File: src/rtl/serial_link_master.sv
// serial_link_master: frames one CPU request per 6-phase cycle onto in_bits and rebuilds a 21-bit response from out_bits.
// Ports: clk/reset (sync, active-high); req_* request frame accepted while phase==5;
// mem_ctl latched every frame; in_bits/out_bits serial streams; phase/frame_start show position in the frame;
// rsp_* response FIFO head; rsp_overflow/drop_count report dropped pushes; frame_count counts completed frames.
module serial_link_master #(
    parameter int RSP_DEPTH  = 4,
    parameter int DROP_CNT_W = 8,
    parameter int RSP_FILTER = 0
) (
    input  logic                  clk,
    input  logic                  reset,
    input  logic                  req_valid,
    output logic                  req_ready,
    input  logic [3:0]            req_cpu_valid,
    input  logic [3:0]            req_cpu_cmd,
    input  logic [3:0]            req_cpu_wdata,
    input  logic [23:0]           req_cpu_addr,
    input  logic [2:0]            mem_ctl,
    output logic [11:0]           in_bits,
    input  logic [11:0]           out_bits,
    output logic [2:0]            phase,
    output logic                  frame_start,
    output logic                  rsp_valid,
    input  logic                  rsp_ready,
    output logic [20:0]           rsp_word,
    output logic                  rsp_overflow,
    output logic [DROP_CNT_W-1:0] drop_count,
    output logic [15:0]           frame_count
);
    localparam int AW = $clog2(RSP_DEPTH);
    logic [3:0]  fr_valid, fr_cmd, fr_wdata;
    logic [23:0] fr_addr;
    logic [2:0]  mem_ctl_q;
    logic [11:0] lo;
    logic [20:0] word;
    logic [20:0] mem [RSP_DEPTH];
    logic [AW:0] wp, rp;
    logic        accept, keep, push, full, empty, rd, wr, drop;
    assign req_ready   = (phase == 3'd5) && !reset;
    assign accept      = req_valid && req_ready;
    assign frame_start = phase == 3'd0;
    // out_bits[11:9] of the second response beat carry nothing
    assign word  = {out_bits[8:0], lo};
    // filter keeps words with any cpu_read_valid bit or mem_req_valid set
    assign keep  = (RSP_FILTER == 0) || (|word[16:13]) || word[8];
    assign push  = (phase == 3'd5) && keep;
    assign empty = wp == rp;
    assign full  = (wp[AW] != rp[AW]) && (wp[AW-1:0] == rp[AW-1:0]);
    assign rd    = rsp_ready && !empty;
    assign wr    = push && (!full || rd);
    assign drop  = push && full && !rd;
    assign rsp_valid = !empty;
    assign rsp_word  = mem[rp[AW-1:0]];
    always_comb begin
        in_bits = (phase == 3'd0) ? {fr_valid, fr_cmd, fr_wdata} :
                  (phase == 3'd1) ? fr_addr[11:0] :
                  (phase == 3'd2) ? fr_addr[23:12] :
                  (phase == 3'd3) ? {9'b0, mem_ctl_q} : 12'h000;
    end
    always_ff @(posedge clk) begin
        if (reset) begin
            phase        <= 3'd0;
            fr_valid     <= '0;
            fr_cmd       <= '0;
            fr_wdata     <= '0;
            fr_addr      <= '0;
            mem_ctl_q    <= '0;
            lo           <= '0;
            wp           <= '0;
            rp           <= '0;
            rsp_overflow <= 1'b0;
            drop_count   <= '0;
            frame_count  <= '0;
        end else begin
            phase <= (phase == 3'd5) ? 3'd0 : phase + 3'd1;
            if (phase == 3'd4)
                lo <= out_bits;
            if (phase == 3'd5) begin
                fr_valid    <= accept ? req_cpu_valid : 4'h0;
                fr_cmd      <= accept ? req_cpu_cmd   : 4'h0;
                fr_wdata    <= accept ? req_cpu_wdata : 4'h0;
                fr_addr     <= accept ? req_cpu_addr  : 24'h0;
                mem_ctl_q   <= mem_ctl;
                frame_count <= frame_count + 16'd1;
            end
            if (wr)
                wp <= wp + (AW+1)'(1);
            if (rd)
                rp <= rp + (AW+1)'(1);
            if (drop) begin
                rsp_overflow <= 1'b1;
                drop_count   <= (&drop_count) ? drop_count : drop_count + DROP_CNT_W'(1);
            end
        end
    end
    always_ff @(posedge clk) begin
        if (wr)
            mem[wp[AW-1:0]] <= word;
    end
endmodule
File: config.mk
export PLATFORM = sky130hd
export DESIGN_NAME = serial_link_master
export DESIGN_NICKNAME = d
export VERILOG_FILES = /design/src/rtl/serial_link_master.sv
export SDC_FILE = /design/constraint.sdc
export NUM_CORES = 1
export LEC_CHECK = 0
export CORE_ASPECT_RATIO = 0.75
export CORE_MARGIN = 1.5
export CORE_UTILIZATION = 47
export CTS_CLUSTER_DIAMETER = 200
export CTS_CLUSTER_SIZE = 25
export DETAILED_ROUTE_END_ITERATION = 10
export PLACE_DENSITY = 0.72
export SYNTH_ARGS = -nofsm -noshare
export SYNTH_HDL_FRONTEND = slang
export SYNTH_SLANG_ARGS = --single-unit
File: constraint.sdc
create_clock -name clk -period 3.1 [get_ports clk]
set_input_delay 0.93 -clock clk [delete_from_list [all_inputs] [get_ports clk]]
set_output_delay 0.93 -clock clk [all_outputs]
set_load 0.01 [all_outputs]
; Word level (Yosys, flattened, before mapping)
; Memories as Yosys holds them, arrays and structs flattened. A register that Yosys moved wholly into a read port is not among the register bits.
; Index checks and enable logic that the tools add are counted.
[totals]
memories = 1
in_bits = 55
ram_bits = 84
ff_bits = 85
out_inout_bits = 64
[classes]
n_reduce_logical = 16
addsub = 5
n_eq_ne = 8
bitwise = 1
n_mux = 12
[mem_list]
columns = memory, words, word_bits, rd, rd_ports_with_merged_regs, write_ports, line
row1 = mem, 4, 21, 1, 1, 1, 36  ; logic [20:0] mem [RSP_DEPTH];
[op_table]
columns = op, n
row1 = 2-to-1 mux 12 bit, 3
row2 = 2-to-1 mux 24 bit, 1
row3 = adder 16 x 1 -> 16 bit (second input constant), 1
row4 = 2-to-1 mux 4 bit, 3
row5 = adder 3 x 1 -> 3 bit (second input constant), 3
row6 = adder 8 x 1 -> 8 bit (second input constant), 1
row7 = AND reduction 8 bit, 1
row8 = logical AND 1 bit, 7
row9 = == test 3 x 2 -> 1 bit (second input constant), 2
row10 = == test 3 bit (second input constant), 2
row11 = zero test 1 bit, 4
row12 = 2-to-1 mux 2 bit, 2
row13 = == test 3 x 1 -> 1 bit (second input constant), 1
row14 = == test 3 bit, 1
row15 = zero test 3 bit, 1
row16 = 2-to-1 mux 3 bit, 1
row17 = == test 2 bit, 1
row18 = 2-to-1 mux 1 bit, 2
row19 = AND reduction 2 bit, 1
row20 = OR reduction 2 bit, 1
row21 = logical OR 1 bit, 1
row22 = inequality test 1 bit, 1
row23 = inverter 1 bit, 1

; Longest topological paths before layout
; Gate-level depths: netlist (run 1).
[logic_depth]
depth_word = 7
mapped_depth = 7
depth_no_buf = 6

; Worst setup path after synthesis (run 1)
; No wires, ideal clock.
[synth_path]
path_type = input to output
startpoint = input port reset
endpoint = output port req_ready
path_buffers = 3
t_arrival_ns = 1.869
slack_ns = 0.301
stages = 4
cell_sequence = clkbuf_1 > buf_1 > buf_1 > nor2_1
[synth_between]
elab_chain_cells = 2
[synth_lines]
columns = item, line
row1 = start: declaration, 11  ; input logic reset,
row2 = zero test 1 bit, 39  ; assign req_ready = (phase == 3'd5) && !reset;
row3 = logical AND 1 bit, 39
row4 = end: declaration, 13  ; output logic req_ready,
; No other way between the ends.

; Worst setup path after layout (run 1)
[layout_path]
startpoint = register phase[1]
endpoint = output port in_bits[11]
[layout_between]
elab_chain_cells = 4
[layout_lines]
columns = item, line
row1 = start: declaration, 21  ; output logic [2:0] phase,
row2 = start signal: assignment, 75  ; phase <= (phase == 3'd5) ? 3'd0 : phase + 3'd1;
row3 = == test 3 x 2 -> 1 bit, 57  ; (phase == 3'd2) ? fr_addr[23:12] :
row4 = 2-to-1 mux 12 bit, 57
row5 = 2-to-1 mux 12 bit, 56  ; (phase == 3'd1) ? fr_addr[11:0] :
row6 = 2-to-1 mux 12 bit *, 55  ; in_bits = (phase == 3'd0) ? {fr_valid, fr_cmd, fr_wdata} :
row7 = end: declaration, 19  ; output logic [11:0] in_bits,
; Mark *: on every way between the ends. The rest lies on a longest branch, timed or not.

==> results.sh, run 1 <==
export IMPL_finalCritPeriodShare_pct=96.5
export IMPL_cap_violations=0
export IMPL_switching_share_pct=21.3
export IMPL_comb_power_share_pct=8.0
export IMPL_vias_per_cell=5.46
export IMPL_finClkSkew_ns=0.0143
export IMPL_yosys_area_top_type="edfxtp_1"
export IMPL_pin_count=119
export IMPL_track_usage_pct=20.3
export IMPL_worstReg2RegStart="phase[1]$_SDFF_PP0_"
export IMPL_vias=4536
export IMPL_die_w_um=140
export IMPL_required_ns=2.17
export IMPL_routed_wl_mm=14.3
export IMPL_clockBufferDepth=2
export IMPL_synth_top_cells_by_count="87 x dfxtp_1, 84 x edfxtp_1, 50 x nor2_1"
export IMPL_regToRegSetupSlack_ns=0.93
export IMPL_maxSlewHeadroom_pct=45.1
export IMPL_clk_pin_slew_worst_paths_ns=0.06
export IMPL_p_switching_mw=1.01
export IMPL_h_tree_depth=4
export IMPL_synth_most_common_cell="dfxtp_1"
export IMPL_syn_inst=512
export IMPL_synth_edff_count=84
export IMPL_grt_pass1_vias=4497
export IMPL_synth_cell_types=37
export IMPL_r2r_worst_path_cells=7
export IMPL_grt_pass1_wl_mm=23.1
export IMPL_cp_common_cell="buf_4"
export IMPL_postRouteAntennaNets=0
export IMPL_power_internal_mw=3.73
export IMPL_cts_sinks=171
export IMPL_fill_cells=1072
export IMPL_routedWlPerCell_um=17.2
export IMPL_die_h_um=106
export IMPL_placed_area_um2=8090
export IMPL_antennaDiodeCount=0
export IMPL_drt_drc_violations_left=0
export IMPL_clock_fmax_mhz=334
export IMPL_setup_viol=0
export IMPL_area_delta_synth_final_pct=30.4
export IMPL_cts_tree="done"
export IMPL_power_frac_clock_pct=41.4
export IMPL_slew_violations=0
export IMPL_status="complete, no violations"
export IMPL_dp_final_hpwl_mm=9.20
export IMPL_drt_pre_antenna_iters=4
export IMPL_core_um2=13700
export IMPL_tns_ns=0
export IMPL_crit_family="buffers and inverters"
export IMPL_max_stage_delay_ns=0.32
export IMPL_place_gp_congestion=0.857
export IMPL_cp_end_kind="output port"
export IMPL_cts_buffers=17
export IMPL_crit_path_end="in_bits[11]"
export IMPL_crit_buf_inv=3
export IMPL_yosysTopAreaCellShare_pct=37.9
export IMPL_rsz0062_at_grt="yes"
export IMPL_drive_above_1_share_pct=13.4
export IMPL_peakVddDrop_v=0.000470
export IMPL_tightestPinTransition_ns=0.813
export IMPL_start_kind="register"
export IMPL_arrival_ns=2.06
export IMPL_syn_avg_cell_area_um2=13.0
export IMPL_fin_crit_ns=2.99
export IMPL_postCtsHoldBufs=0
export IMPL_rows=37
export IMPL_worst_path_stages=8
export IMPL_p_leak_nw=3.08
export IMPL_synthArstFlopShare_pct=0
export IMPL_initial_utilization_pct=48.4
export IMPL_overflow=0
export IMPL_netlist_area_um2=6650
export IMPL_min_delay_path_class="register to register"
export IMPL_crit_type="register to output port"
export IMPL_seqPwrFrac_pct=50.5
export IMPL_ys_ff_latch=171
export IMPL_die_area_um2=14900
export IMPL_syn_num_nets=579
export IMPL_hold_viol=0
export IMPL_slowest_stage="dfxtp_1"
export IMPL_cp_max_fo=5
export IMPL_stdcell_area_um2=8670
export IMPL_ys_seq_area_share_pct=64.1
export IMPL_antenna_found_initial=0
export IMPL_cp_cell_sequence="buf_4 -> ha_1 -> nor2b_2 -> nor2b_4 -> buf_4 -> a221oi_2 -> nor2_1 -> clkdlybuf4s15_1"
export IMPL_drt_iter0_drc=194
export IMPL_critPathLaunch="phase[1]$_SDFF_PP0_"
export IMPL_port_buffers=118
export IMPL_root_buffer="clkbuf_16"
export IMPL_clock_latency_ns=0.42
export IMPL_rr_endpoint="drop_count[4]$_SDFFE_PP0P_"
export IMPL_grt_max_degree=54
export IMPL_ys_top_cells_by_area="edfxtp_1 38%, dfxtp_1 26%, mux4_2 7.1%"
export IMPL_powerDensity_nw_per_um2=547
export IMPL_nets=710
export IMPL_synth_main_ff_cell="dfxtp_1"
export IMPL_yosys_warnings=0
-- per-layer routing --
| layer | global-route usage, % | vias to the layer above | share of wire [%] |
|---|---|---|---|
| met5 | 0 | - | 0 |
| met4 | 5.34 | 0 | 0.67 |
| met3 | 7.57 | 10 | 6.5 |
| met2 | 32.4 | 140 | 48 |
| met1 | 26.1 | 2223 | 45 |
| li1 | - | 2163 | - |
-- metrics by stage --
step / worst slack [ns] / hold slack, ns / cells / utilization, % / power [mW]
global placement: -0.154 / 0.431 / 797 / 58.8 / 2.82
global route: -0.00951 / 0.487 / 831 / 63.0 / 4.92
CTS: 0.0358 / 0.446 / 831 / 63.0 / 4.78
detailed placement: -0.140 / 0.438 / 797 / 58.8 / 2.83
finish: 0.109 / 0.443 / 831 / 63.0 / 4.74
floorplan: 0.301 / 0.437 / 512 / - / 2.60
-- cells in the final DEF (no fill, tap or decap), types with 8 or more instances in the layout --
cell	netlist	final
a21oi_1	23	23
a22o_1	36	36
buf_4	0	17
clkbuf_16	0	17
clkdlybuf4s50_1	0	105
dfxtp_1	87	85
dlygate4sd2_1	0	8
edfxtp_1	84	84
ha_1	12	12
inv_1	15	14
mux4_2	21	21
nand2_1	49	48
nand3_1	8	8
nor2_1	50	49
xnor2_1	8	8
xor2_1	10	10
-- tightest hold or removal path: stages, from the launching register on --
cell and delay (ns):
dfxtp_1 0.31, inv_1 0.04, a21oi_1 0.05
-- timing repair --
action,4_1_cts,5_1_grt
gates resized for setup,20,13
buffers inserted,1,0
cloned,1,0
setup endpoints to repair,12,7
endpoints found under the hold margin,0,0
-- layout make-up --
class                           count  area, um2  area share [%]
Tap cell                          175        219            2.53
Clock buffer                       25        478            5.51
Sequential cell                   171       4270            49.2
Timing Repair Buffer              136       1300            15.0
Inverter                           15       56.3           0.650
Multi-Input combinational cell    302       2280            26.3
Clock inverter                      7       67.6           0.780
-- flip-flops by register name (all words and copies together) (netlist names), 3 cells and up, named ones only --
| signal | count |
|---|---|
| wp | 3 |
| lo | 12 |
| fr_wdata | 4 |
| drop_count | 8 |
| mem_ctl_q | 3 |
| fr_addr | 24 |
| fr_cmd | 4 |
| phase | 3 |
| fr_valid | 4 |
| mem | 84 |
| rp | 3 |
| frame_count | 16 |
-- power by group through the flow --
| stage | logic, mW | registers [mW] | clock network (mW) |
|---|---|---|---|
| after global routing | 0.414 | 2.40 | 2.11 |
| final | 0.381 | 2.40 | 1.96 |
| after global placement | 0.380 | 2.44 | 0 |
| after floorplan | 0.162 | 2.44 | 0 |
| after CTS | 0.380 | 2.39 | 2.01 |
| after detailed placement | 0.386 | 2.44 | 0 |
-- logic make-up (layout without fill, tap and decap cells) --
| family | after synthesis | count (layout) | synth area share (%) |
|---|---|---|---|
| fa+ha+maj | 12 | 12 | 2.26 |
| compound gates | 87 | 87 | 9.79 |
| simple gates | 156 | 157 | 10.9 |
| flops | 171 | 171 | 64.1 |
| mux | 28 | 28 | 8.24 |
| xor+xnor | 18 | 18 | 2.37 |
| buf+inv | 40 | 183 | 2.30 |
-- worst min-delay path by stage --
stage / startpoint / end / slack [ns] / cells after the start
3_5_place_dp: rsp_overflow$_SDFFE_PP0P_ / rsp_overflow$_SDFFE_PP0P_ / 0.44 / 2
6_report: rsp_overflow$_SDFFE_PP0P_ / rsp_overflow$_SDFFE_PP0P_ / 0.44 / 2
5_1_grt: mem_ctl_q[2]$_SDFFE_PP0N_ / mem_ctl_q[2]$_SDFFE_PP0N_ / 0.49 / 2
2_1_floorplan: mem_ctl_q[0]$_SDFFE_PP0N_ / mem_ctl_q[0]$_SDFFE_PP0N_ / 0.44 / 2
4_1_cts: rsp_overflow$_SDFFE_PP0P_ / rsp_overflow$_SDFFE_PP0P_ / 0.45 / 2
3_3_place_gp: rsp_overflow$_SDFFE_PP0P_ / rsp_overflow$_SDFFE_PP0P_ / 0.43 / 2
Note: power is estimated with default switching activity, not from simulation.
==> inputs of run 2 (changes only) <==
==> config.mk (replaced) <==
export PLATFORM = sky130hd
export DESIGN_NAME = serial_link_master
export DESIGN_NICKNAME = d
export VERILOG_FILES = /design/src/rtl/serial_link_master.sv
export SDC_FILE = /design/constraint.sdc
export NUM_CORES = 1
export LEC_CHECK = 0
export CORE_ASPECT_RATIO = 1.25
export CORE_MARGIN = 1.5
export CORE_UTILIZATION = 40
export CTS_CLUSTER_DIAMETER = 200
export CTS_CLUSTER_SIZE = 25
export DETAILED_ROUTE_END_ITERATION = 10
export PLACE_DENSITY = 0.62
export SKIP_CTS_REPAIR_TIMING = 1
export SYNTH_ARGS = -nofsm -noshare
export SYNTH_HDL_FRONTEND = slang
export SYNTH_SLANG_ARGS = --single-unit
==> results.sh, run 2 (same netlist as run 1, synthesis figures left out) <==
export IMPL_status="finished, violations left"
export IMPL_violations="negative setup slack"
export IMPL_critPathLaunch="phase[0]$_SDFF_PP0_"
export IMPL_nets=709
export IMPL_core_um2=16200
export IMPL_crit_type="register to output port"
export IMPL_antennaDiodeCount=0
export IMPL_peakVddDrop_v=0.000288
export IMPL_cp_common_cell="nor2b_4"
export IMPL_maxSlewHeadroom_pct=60.7
export IMPL_final_cells=871
export IMPL_cts_tree="done"
export IMPL_r2r_worst_path_cells=7
export IMPL_largest_reg_flops=84
export IMPL_setup_viol=1
export IMPL_clk_pin_slew_worst_paths_ns=0.07
export IMPL_cp_end_kind="output port"
export IMPL_drt_drc_violations_left=0
export IMPL_routedWlPerCell_um=17.1
export IMPL_pin_count=119
export IMPL_max_stage_delay_ns=0.55
export IMPL_drt_pre_antenna_iters=5
export IMPL_drt_iter0_drc=250
export IMPL_hold_depth=2
export IMPL_tightestPinTransition_ns=0.581
export IMPL_slew_violations=0
export IMPL_routed_wl_mm=14.9
export IMPL_cp_max_fo=5
export IMPL_overflow=0
export IMPL_fin_ws_ns=-0.0668
export IMPL_root_buffer="clkbuf_16"
export IMPL_clock_fmax_mhz=316
export IMPL_cts_buffers=17
export IMPL_clockBufferDepth=2
export IMPL_port_buffers=118
export IMPL_vias=4470
export IMPL_crit_family="buffers and inverters"
export IMPL_powerDensity_nw_per_um2=561
export IMPL_hold_path_end="rsp_overflow$_SDFFE_PP0P_"
export IMPL_rsz0062_at_grt="yes"
export IMPL_fin_crit_ns=3.17
export IMPL_cts_sinks=171
export IMPL_grt_pass1_vias=4577
export IMPL_fill_cells=1371
export IMPL_track_usage_pct=17.6
export IMPL_regToRegSetupSlack_ns=0.94
export IMPL_min_delay_path_class="register to register"
export IMPL_slowest_stage="clkdlybuf4s50_1"
export IMPL_layout_commonest_cell="clkdlybuf4s50_1"
export IMPL_worstReg2RegStart="phase[1]$_SDFF_PP0_"
export IMPL_final_cell_mix="106 x clkdlybuf4s50_1, 85 x dfxtp_1, 84 x edfxtp_1, 49 x nor2_1, 48 x nand2_1"
export IMPL_grt_max_degree=54
export IMPL_initial_utilization_pct=41.0
export IMPL_cap_violations=0
export IMPL_die_w_um=118
export IMPL_arrival_ns=2.24
export IMPL_finClkSkew_ns=0.0117
export IMPL_dp_final_hpwl_mm=9.79
export IMPL_hold_viol=0
export IMPL_place_gp_congestion=0.800
export IMPL_rows=52
export IMPL_area_delta_synth_final_pct=33.7
export IMPL_start_kind="register"
export IMPL_power_mw=4.99
export IMPL_rr_endpoint="drop_count[5]$_SDFFE_PP0P_"
export IMPL_cp_cell_sequence="inv_1 -> ha_1 -> nor2b_4 -> nor2b_4 -> a221oi_2 -> nor2_1 -> clkdlybuf4s50_1"
export IMPL_postRouteAntennaNets=0
export IMPL_required_ns=2.17
export IMPL_dp_cells=837
export IMPL_finalCritPeriodShare_pct=102
export IMPL_die_area_um2=17400
export IMPL_antenna_found_initial=0
export IMPL_crit_buf_inv=2
export IMPL_h_tree_depth=4
export IMPL_hp_start="rsp_overflow$_SDFFE_PP0P_"
export IMPL_die_h_um=147
export IMPL_drive_above_1_share_pct=14.0
export IMPL_clock_latency_ns=0.42
export IMPL_grt_pass1_wl_mm=23.9
export IMPL_p_leak_nw=3.25
export IMPL_vias_per_cell=5.13
==> run 2: cell types whose count changed in the layout (fill, tap and decap cells not counted), moves of 4 or more <==
cell / previous run / this run
dlymetal6s2s_1: 0 / 11
dlygate4sd2_1: 8 / 0
clkbuf_2: 5 / 0
clkbuf_1: 4 / 0
clkinv_2: 4 / 0
==> run 2: cell type report <==
cell class	count	area (um2)	area share, %
inverters	15	58.8	0.662
repair buffers	135	1350	15.2
flip-flops and latches	171	4270	48.0
clock buffers	21	508	5.72
clock inverters	11	116	1.31
well taps	216	270	3.04
multi-input cells	302	2320	26.1
==> run 2: metal layers <==
layer / vias to the layer above / track usage, % / wire length [um] / part of all wire [%]
met5: - / 0 / 0 / 0
met4: 0 / 5.67 / 185 / 1.2
met3: 15 / 6.25 / 932 / 6.2
met2: 119 / 29.9 / 7540 / 51
met1: 2177 / 20.9 / 6270 / 42
li1: 2159 / - / - / -
==> run 2: metrics by stage <==
stage / area (um2) / setup slack, ns / utilization (%) / setup TNS [ns] / hold slack (ns)
after global placement: 8130 / 0.00531 / 50.2 / 0 / 0.446
final: 8890 / -0.0668 / 54.9 / -0.0668 / 0.463
after CTS: 8760 / -0.558 / 54.1 / -5.78 / 0.465
after floorplan: 6650 / 0.301 / - / 0 / 0.437
after global routing: 8890 / -0.147 / 54.9 / -0.147 / 0.488
after detailed placement: 8130 / -0.0685 / 50.2 / -0.502 / 0.455
==> run 2: tightest hold or removal path: cells and delay by family, from the launching register on <==
family	cells	cell delay, ns
compound gates	1	0.05
buf+inv	1	0.05
flops	1	0.31
==> run 2: report_power, final <==
part           switching (mW)  internal [mW]
clock network           0.912           1.28
registers              0.0165           2.38
logic                   0.187          0.209
total                    1.12           3.87
==> run 2: how the worst max path moves through the flow <==
| stage | end | depth (start not counted) |
|---|---|---|
| after floorplan | req_ready | 4 |
| after global placement | in_bits[8] | 7 |
| after detailed placement | in_bits[6] | 7 |
| after CTS | in_bits[3] | 7 |
| after global routing | in_bits[4] | 7 |
| final | in_bits[4] | 7 |
